[config.mk]
export PLATFORM = sky130hd
export DESIGN_NAME = fp_f2fx
export DESIGN_NICKNAME = d
export VERILOG_FILES = /design/src/rtl/fp_f2fx.sv
export SDC_FILE = /design/constraint.sdc
export NUM_CORES = 1
export LEC_CHECK = 0
export ABC_AREA = 1
export ABC_CLOCK_PERIOD_IN_PS = 6490
export BUFFER_PORTS_ARGS = -buffer_cell sky130_fd_sc_hd__buf_2
export CAP_MARGIN = 10
export CELL_PAD_IN_SITES_DETAIL_PLACEMENT = 0
export CELL_PAD_IN_SITES_GLOBAL_PLACEMENT = 1
export CORE_MARGIN = 2
export CORE_UTILIZATION = 30
export CTS_CLUSTER_DIAMETER = 200
export DETAILED_ROUTE_END_ITERATION = 6
export GPL_ROUTABILITY_DRIVEN = 0
export PLACE_DENSITY_LB_ADDON = 0.3
export SLEW_MARGIN = 10
export SYNTH_ARGS = -nofsm -noshare
export SYNTH_HDL_FRONTEND = slang
export SYNTH_SLANG_ARGS = --single-unit
[constraint.sdc]
create_clock -name clock -period 6.49 [get_ports clock]
set_input_delay 1.947 -clock clock [delete_from_list [all_inputs] [get_ports clock]]
set_output_delay 1.947 -clock clock [all_outputs]
set_load 0.03 [all_outputs]
[src/rtl/fp_f2fx.sv]
// Float to fixed-point converter: 3-stage pipeline (decode/align, round, range/sign)
// with a single valid/ready handshake where every stage advances together.
module fp_f2fx #(
  parameter int EXP   = 8,
  parameter int MANT  = 23,
  parameter int WIDTH = 1 + EXP + MANT,
  parameter int OUT_W = 24,
  parameter int FRAC  = 0,
  parameter int ROUND = 0,
  parameter int SAT   = 1
) (
  input  logic             clock,
  input  logic             clock_sreset,
  input  logic [WIDTH-1:0] dataa,
  input  logic             data_valid,
  output logic             data_ready,
  output logic [OUT_W-1:0] result,
  output logic             overflow,
  output logic             result_valid,
  input  logic             result_ready
);

  localparam int BIAS = (1 << (EXP - 1)) - 1;
  // Left shifts are only performed when sh < OUT_W, so this holds them losslessly.
  localparam int MW = OUT_W + MANT + 1;
  localparam int EW = 2 * MANT + 3;
  localparam logic signed [31:0] SH_OFF  = 32'(BIAS - FRAC + MANT);
  localparam logic signed [31:0] OUT_W_S = 32'(OUT_W);
  localparam logic [31:0]        RS_MAX  = 32'(MANT + 2);
  localparam logic [MW:0]        LIM     = {{(MW + 1 - OUT_W){1'b0}}, 1'b1, {(OUT_W - 1){1'b0}}};
  localparam logic [OUT_W-1:0]   MAX_P   = {1'b0, {(OUT_W - 1){1'b1}}};
  localparam logic [OUT_W-1:0]   MIN_N   = {1'b1, {(OUT_W - 1){1'b0}}};

  logic w_en;
  assign w_en       = ~result_valid | result_ready;
  assign data_ready = w_en;

  // ---------------- stage 1: decode / align ----------------
  logic              w_sign;
  logic [EXP-1:0]    w_exp;
  logic [MANT:0]     w_mant1;
  logic signed [31:0] w_sh;
  logic [31:0]       w_rs_amt;
  logic [EW-1:0]     w_rs_ext;
  logic [MW-1:0]     w_mag;
  logic              w_guard;
  logic              w_sticky;
  logic              w_big;
  logic              w_zero;
  logic              w_inf;

  assign w_sign  = dataa[WIDTH-1];
  assign w_exp   = dataa[MANT +: EXP];
  assign w_mant1 = {1'b1, dataa[MANT-1:0]};
  assign w_sh    = $signed({{(32 - EXP){1'b0}}, w_exp}) - SH_OFF;
  assign w_zero  = (w_exp == '0);
  assign w_inf   = (w_exp == '1);

  always_comb begin
    w_mag    = '0;
    w_guard  = 1'b0;
    w_sticky = 1'b0;
    w_big    = 1'b0;
    w_rs_amt = '0;
    w_rs_ext = '0;
    if (!w_sh[31]) begin
      if (w_sh >= OUT_W_S) w_big = 1'b1;
      else w_mag = MW'(w_mant1) << w_sh[6:0];
    end else begin
      // Clamp: beyond MANT+2 every bit lands in the sticky region anyway.
      w_rs_amt = 32'(-w_sh);
      if (w_rs_amt > RS_MAX) w_rs_amt = RS_MAX;
      w_rs_ext = {w_mant1, {(MANT + 2){1'b0}}} >> w_rs_amt;
      w_mag    = MW'(w_rs_ext[EW-1:MANT+2]);
      w_guard  = w_rs_ext[MANT+1];
      w_sticky = |w_rs_ext[MANT:0];
    end
  end

  logic          r_v1, r_s1, r_z1, r_inf1, r_big1, r_g1, r_st1;
  logic [MW-1:0] r_mag1;

  always_ff @(posedge clock) begin
    if (clock_sreset) begin
      r_v1   <= 1'b0;
      r_s1   <= 1'b0;
      r_z1   <= 1'b0;
      r_inf1 <= 1'b0;
      r_big1 <= 1'b0;
      r_g1   <= 1'b0;
      r_st1  <= 1'b0;
      r_mag1 <= '0;
    end else if (w_en) begin
      r_v1   <= data_valid;
      r_s1   <= w_sign;
      r_z1   <= w_zero;
      r_inf1 <= w_inf;
      r_big1 <= w_big & ~w_inf & ~w_zero;
      r_g1   <= w_guard;
      r_st1  <= w_sticky;
      r_mag1 <= w_mag;
    end
  end

  // ---------------- stage 2: round ----------------
  logic w_inc;
  assign w_inc = (ROUND != 0) & r_g1 & (r_st1 | r_mag1[0]);

  logic        r_v2, r_s2, r_z2, r_inf2, r_big2;
  logic [MW:0] r_mag2;

  always_ff @(posedge clock) begin
    if (clock_sreset) begin
      r_v2   <= 1'b0;
      r_s2   <= 1'b0;
      r_z2   <= 1'b0;
      r_inf2 <= 1'b0;
      r_big2 <= 1'b0;
      r_mag2 <= '0;
    end else if (w_en) begin
      r_v2   <= r_v1;
      r_s2   <= r_s1;
      r_z2   <= r_z1;
      r_inf2 <= r_inf1;
      r_big2 <= r_big1;
      r_mag2 <= {1'b0, r_mag1} + {{MW{1'b0}}, w_inc};
    end
  end

  // ---------------- stage 3: range / sign ----------------
  logic             w_rng, w_ovf;
  logic [MW:0]      w_neg;
  logic [OUT_W-1:0] w_res;

  assign w_rng = r_s2 ? (r_mag2 > LIM) : (r_mag2 >= LIM);
  assign w_ovf = ~r_z2 & (r_inf2 | r_big2 | w_rng);
  assign w_neg = ~r_mag2 + (MW + 1)'(1);

  // Inf/NaN always saturate; huge finite values wrap to zero since their low bits are zero.
  always_comb begin
    w_res = '0;
    if (r_z2)                            w_res = '0;
    else if (r_inf2 || (SAT != 0 && w_ovf)) w_res = r_s2 ? MIN_N : MAX_P;
    else if (r_big2)                     w_res = '0;
    else                                 w_res = r_s2 ? w_neg[OUT_W-1:0] : r_mag2[OUT_W-1:0];
  end

  logic             r_v3, r_ovf3;
  logic [OUT_W-1:0] r_res3;

  always_ff @(posedge clock) begin
    if (clock_sreset) begin
      r_v3   <= 1'b0;
      r_ovf3 <= 1'b0;
      r_res3 <= '0;
    end else if (w_en) begin
      r_v3   <= r_v2;
      r_ovf3 <= w_ovf;
      r_res3 <= w_res;
    end
  end

  assign result_valid = r_v3;
  assign overflow     = r_ovf3;
  assign result       = r_res3;

endmodule

# ---- Word-level counts from Yosys, hierarchy flattened
# Cells that the tools add are included.
dict set report totals {
  regBits 132
}
dict set report classes {
  addsub 3
  muxes 12
  bitwise_logic 11
  order_cmp 4
  n_reduce_logical 2
  eq_ne 1
  shift 2
}
# operator n
set ops {}
lappend ops {{$mux 24} 5}
lappend ops {{$mux 48} 2}
lappend ops {{$mux 32} 2}
lappend ops {{$shr 49x32->49} 1}
lappend ops {{$ge 48x24->1 const B} 1}
lappend ops {{$gt 48x24->1 const B} 1}
lappend ops {{$shl 24x7->48} 1}
lappend ops {{$gt 32x5->1 const B} 1}
lappend ops {{$neg 9->32} 1}
lappend ops {{$add 24x1->24 const B} 1}
lappend ops {{$not 24->24} 1}
lappend ops {{$ge 9x6->1 const B} 1}
lappend ops {{$sub 8x8->9 const B} 1}
lappend ops {{$eq 8x8->1 const B} 1}
lappend ops {{$logic_not 8->1} 1}
lappend ops {{$not 1->1} 4}
lappend ops {{$and 1x1->1} 3}
lappend ops {{$mux 1} 3}
lappend ops {{$or 1x1->1} 3}
lappend ops {{$logic_or 1x1->1} 1}

# ---- Longest topological paths before layout
dict set report logic_depth {
  word_depth 7
  ltp_mapped 30
  depth_no_buf 27
}

# ---- Worst setup path after synthesis
# OpenSTA, ideal clock, no wires.
dict set report synth_timing {
  path_type {input to register}
  from {input dataa[23]}
  to {register r_mag1[7]}
  required_ns 6.371
  arrival_ns 5.473
  n_path_buf 3
  slack_ns 0.898
  setup_ns 0.119
  stages 30
  path_cell_list {inv_2 -> clkbuf_1 -> clkbuf_1 -> ha_1 -> inv_2 -> nor2_4 -> inv_1 -> nor2_1 -> nand2_1 -> nor2_2 -> nand3_1 -> ha_1 -> inv_1 -> nor2_1 -> nand3_1 -> nor2_1 -> nand2_1 -> nor2_1 -> nand3_2 -> nor2_8 -> nand2_4 -> nor3_4 -> inv_4 -> buf_6 -> nand3_1 -> nand3_1 -> nand2_1 -> nand2_1 -> nand2_1 -> a21oi_1}
}
dict set report synth_via {
  elab_chain_cells 7
  word_cells_on_any_way 10
}
# element line
set synth_rtl {}
lappend synth_rtl {{from (decl)} 14} ;# input logic [WIDTH-1:0] dataa,
lappend synth_rtl {{$sub 8x8->9 (*)} 55} ;# assign w_sh = $signed({{(32 - EXP){1'b0}}, w_exp}) - SH_OFF;
lappend synth_rtl {{$neg 9->32} 71} ;# w_rs_amt = 32'(-w_sh);
lappend synth_rtl {{$gt 32x5->1} 72} ;# if (w_rs_amt > RS_MAX) w_rs_amt = RS_MAX;
lappend synth_rtl {{$mux 32} 72}
lappend synth_rtl {{$mux 32} 66} ;# if (!w_sh[31]) begin
lappend synth_rtl {{$shr 49x32->49} 73} ;# w_rs_ext = {w_mant1, {(MANT + 2){1'b0}}} >> w_rs_amt;
lappend synth_rtl {{$mux 48 (*)} 66}
lappend synth_rtl {{to (signal assigned)} 101} ;# r_mag1 <= w_mag;
lappend synth_rtl {{to (decl)} 81} ;# logic [MW-1:0] r_mag1;
# Mark *: on every way between the ends. The rest lies on a longest branch, timed or not. The select of a mux whose other input is x is not followed.
# A chain may end at the register's enable or synchronous reset.

# ---- Final worst setup path
dict set report layout_timing {
  from {input dataa[24]}
  to {register r_mag1[10]}
}
# Same word-level chain as after synthesis.

==> impl_metrics.tcl <==
set metrics [dict create \
    place_hpwl_mm 22.8 \
    drc 0 \
    startpoint "dataa[24]" \
    synth.yosys.seq_area_share_pct 29.1 \
    final.setup.tns_ps 0 \
    synth_seq_cells 132 \
    clock.fmax_ghz 0.171 \
    cp-start-kind "input pin" \
    cts_resized 0 \
    timing.final.ws_setup_ps 653 \
    holdBufCountCts 0 \
    numCtsBuffers 17 \
    worst_path_max_delay_cell "nand3_2" \
    worst_setup_path_end_kind "flip-flop" \
    hold_class "flip-flop to flip-flop" \
    layout_common_cells "nand2_1 (363), nand3_1 (219), o21ai_0 (168)" \
    max_cap_violations 0 \
    syn_to_final_growth_pct 12.9 \
    fillers 3308 \
    period_needed_ps 5840 \
    clock_latency_ps 420 \
    antenna_found_initial 0 \
    clockBufferDepth 2 \
    final_common_cell "nand2_1" \
    worstHoldStart "r_mag1[47]" \
    ios 63 \
    postSynthCellCount 1493 \
    worstPathArrival_ps 6140 \
    crit_family "simple AND/OR/NAND/NOR gates" \
    cp_common_cell "nand2_1" \
    power_density_nw_per_um2 253 \
    drtPass1Iterations 7 \
    port_buffers 62 \
    synth_cell_types 42 \
    avgViaCountPerCell 5.17 \
    synth_edf_count 0 \
    tightest_slew_ps 975 \
    syn-num-nets 1544 \
    ir_worst_vdd_mv 0.126 \
    yosysWarnings 0 \
    rsz0062_at_grt "false" \
    htree_levels 4 \
    syn_area_sq_um 9080 \
    worst-path-max-fanout 28 \
    synth_ff_type "dfxtp_1" \
    slew_viol_final 0 \
    post_drt_wl_per_cell_microns 16.1 \
    die_h_microns 178 \
    track_usage_pct 19.4 \
    fin_crit_sh_pct 89.9 \
    root_buffer "clkbuf_16" \
    synthArstFlopShare_pct 0 \
    crit_buf_inv 3 \
    synth.avg_cell_area_sq_um 6.08 \
    slew_headroom_pct 34.9 \
    cts_tree "built" \
    drt_iter0_drc 911 \
    slowest_delay_ps 480 \
    grt_pass1_vias 8822 \
    status "finished, final reports clean" \
    start_util_pct 30.6 \
    cts_setup_buffers 0 \
    grt-ovfl-total 0 \
    drtAntennaViolNets 0 \
    grt_pass1_wl_mm 48.7 \
    pre_cts_ws_ps 292 \
    setup_viol 0 \
    drive_gt1_share_pct 10.8 \
    cts_sinks 132 \
    grt_max_degree 96 \
    die-area_sq_um 31700 \
    rows 63 \
    fin_nets 1543 \
    num_vias 9794 \
    die_x_microns 178 \
    clk_pin_slew_worst_paths_ps 60 \
    crit_type "input pin to flip-flop" \
    hold_viol 0 \
    required_ps 6790 \
    core_area_sq_um 29700 \
    drt_wl_total_mm 30.5 \
    antenna_cells 0 \
    p_leak_nw 4.46 \
    fin_skew_ps 8.33 \
    reg2reg_from "r_s2" \
]
[area by class of cell]
class	count	area [sq um]	area share, %
inverter	87	330	3.22
tap	390	488	4.76
sequential	132	2640	25.8
timing repair buffer	79	438	4.27
clock inverter	12	204	1.99
multi-input combinational	1175	5690	55.5
clock buffer	19	453	4.42
[routing by layer]
metal,track usage (%),share of wire (%),wire length (microns)
met4,6.15,2.3,701
met2,29.5,43,13200
met5,0,0,0
met3,2.61,4.7,1440
met1,28.2,50,15200
[report_power, final]
part | internal (mW) | switching [mW] | leakage, nW | total [mW]
clock | 0.701 | 0.365 | 0.311 | 1.07
sequential | 0.868 | 0.0309 | 1.08 | 0.898
combinational | 0.187 | 0.442 | 3.08 | 0.628
[sequential cells by signal, summed over array words and instances, names as in the netlist]
register      count
r_inf2            1
r_mag1           48
r_v2              1
r_s1              1
r_v1              1
r_mag2           48
r_z2              1
r_z1              1
r_s2              1
overflow          1
r_big2            1
result           24
r_big1            1
result_valid      1
r_inf1            1
[cells in the mapped netlist, types with 3 or more instances]
cell	n	area, sq um
buf_2	13	65.1
nand3_1	219	1100
buf_4	5	37.5
o21ai_0	168	841
nand2_4	5	56.3
nand2_2	10	62.6
o221ai_1	6	52.6
buf_1	7	26.3
inv_2	10	37.5
clkinv_1	4	15.0
nor4_1	4	25.0
nor2_2	4	25.0
inv_1	71	267
or4_1	3	22.5
or2_2	8	50.1
nor3_1	8	40.0
clkbuf_1	72	270
ha_1	15	188
a21oi_1	134	671
mux2i_1	11	110
nor2_1	146	548
nand4_1	33	206
nand3_2	5	50.1
nand2_1	363	1360
dfxtp_1	132	2640
nand3b_1	3	22.5
o22ai_1	14	87.6
[metrics by stage]
stage | util, % | total power [mW] | hold slack (ps) | cell area (sq um) | std cells
after global routing | 34.5 | 2.73 | 478 | 10200 | 1894
after detailed placement | 32.3 | 1.54 | 432 | 9590 | 1863
final | 34.5 | 2.59 | 444 | 10200 | 1894
after global placement | 32.3 | 1.54 | 428 | 9590 | 1863
after CTS | 34.5 | 2.61 | 445 | 10200 | 1894
after floorplan | - | 1.37 | 416 | 9080 | 1493
[worst register-to-register path, stage by stage (launching register included)]
cell and delay, ps:
dfxtp_1 960, inv_1 470, o41ai_1 550, a21o_1 640
nand2_1 150, nand2_1 530, nand3_1 200, a21oi_1 160
[logic make-up (layout without fill, tap and decap cells)]
family	after synthesis	after routing	synth area share [%]
compound gates	330	330	18.8
xor+xnor	1	1	0.179
fa+ha+maj	15	15	2.07
buf+inv	186	197	8.28
flops	132	132	29.1
mux	11	11	1.21
simple gates	818	818	40.3
[worst paths after layout]
kind                            depth (start not counted)  slack [ps]    endpoint
worst max-delay path                                   27         650  r_mag1[10]
worst min-delay path                                    2         440  r_mag1[47]
worst max register to register                          7        2750   result[0]
worst min register to register                          2         440  r_mag1[47]
Power figures use the tool's default switching activity.
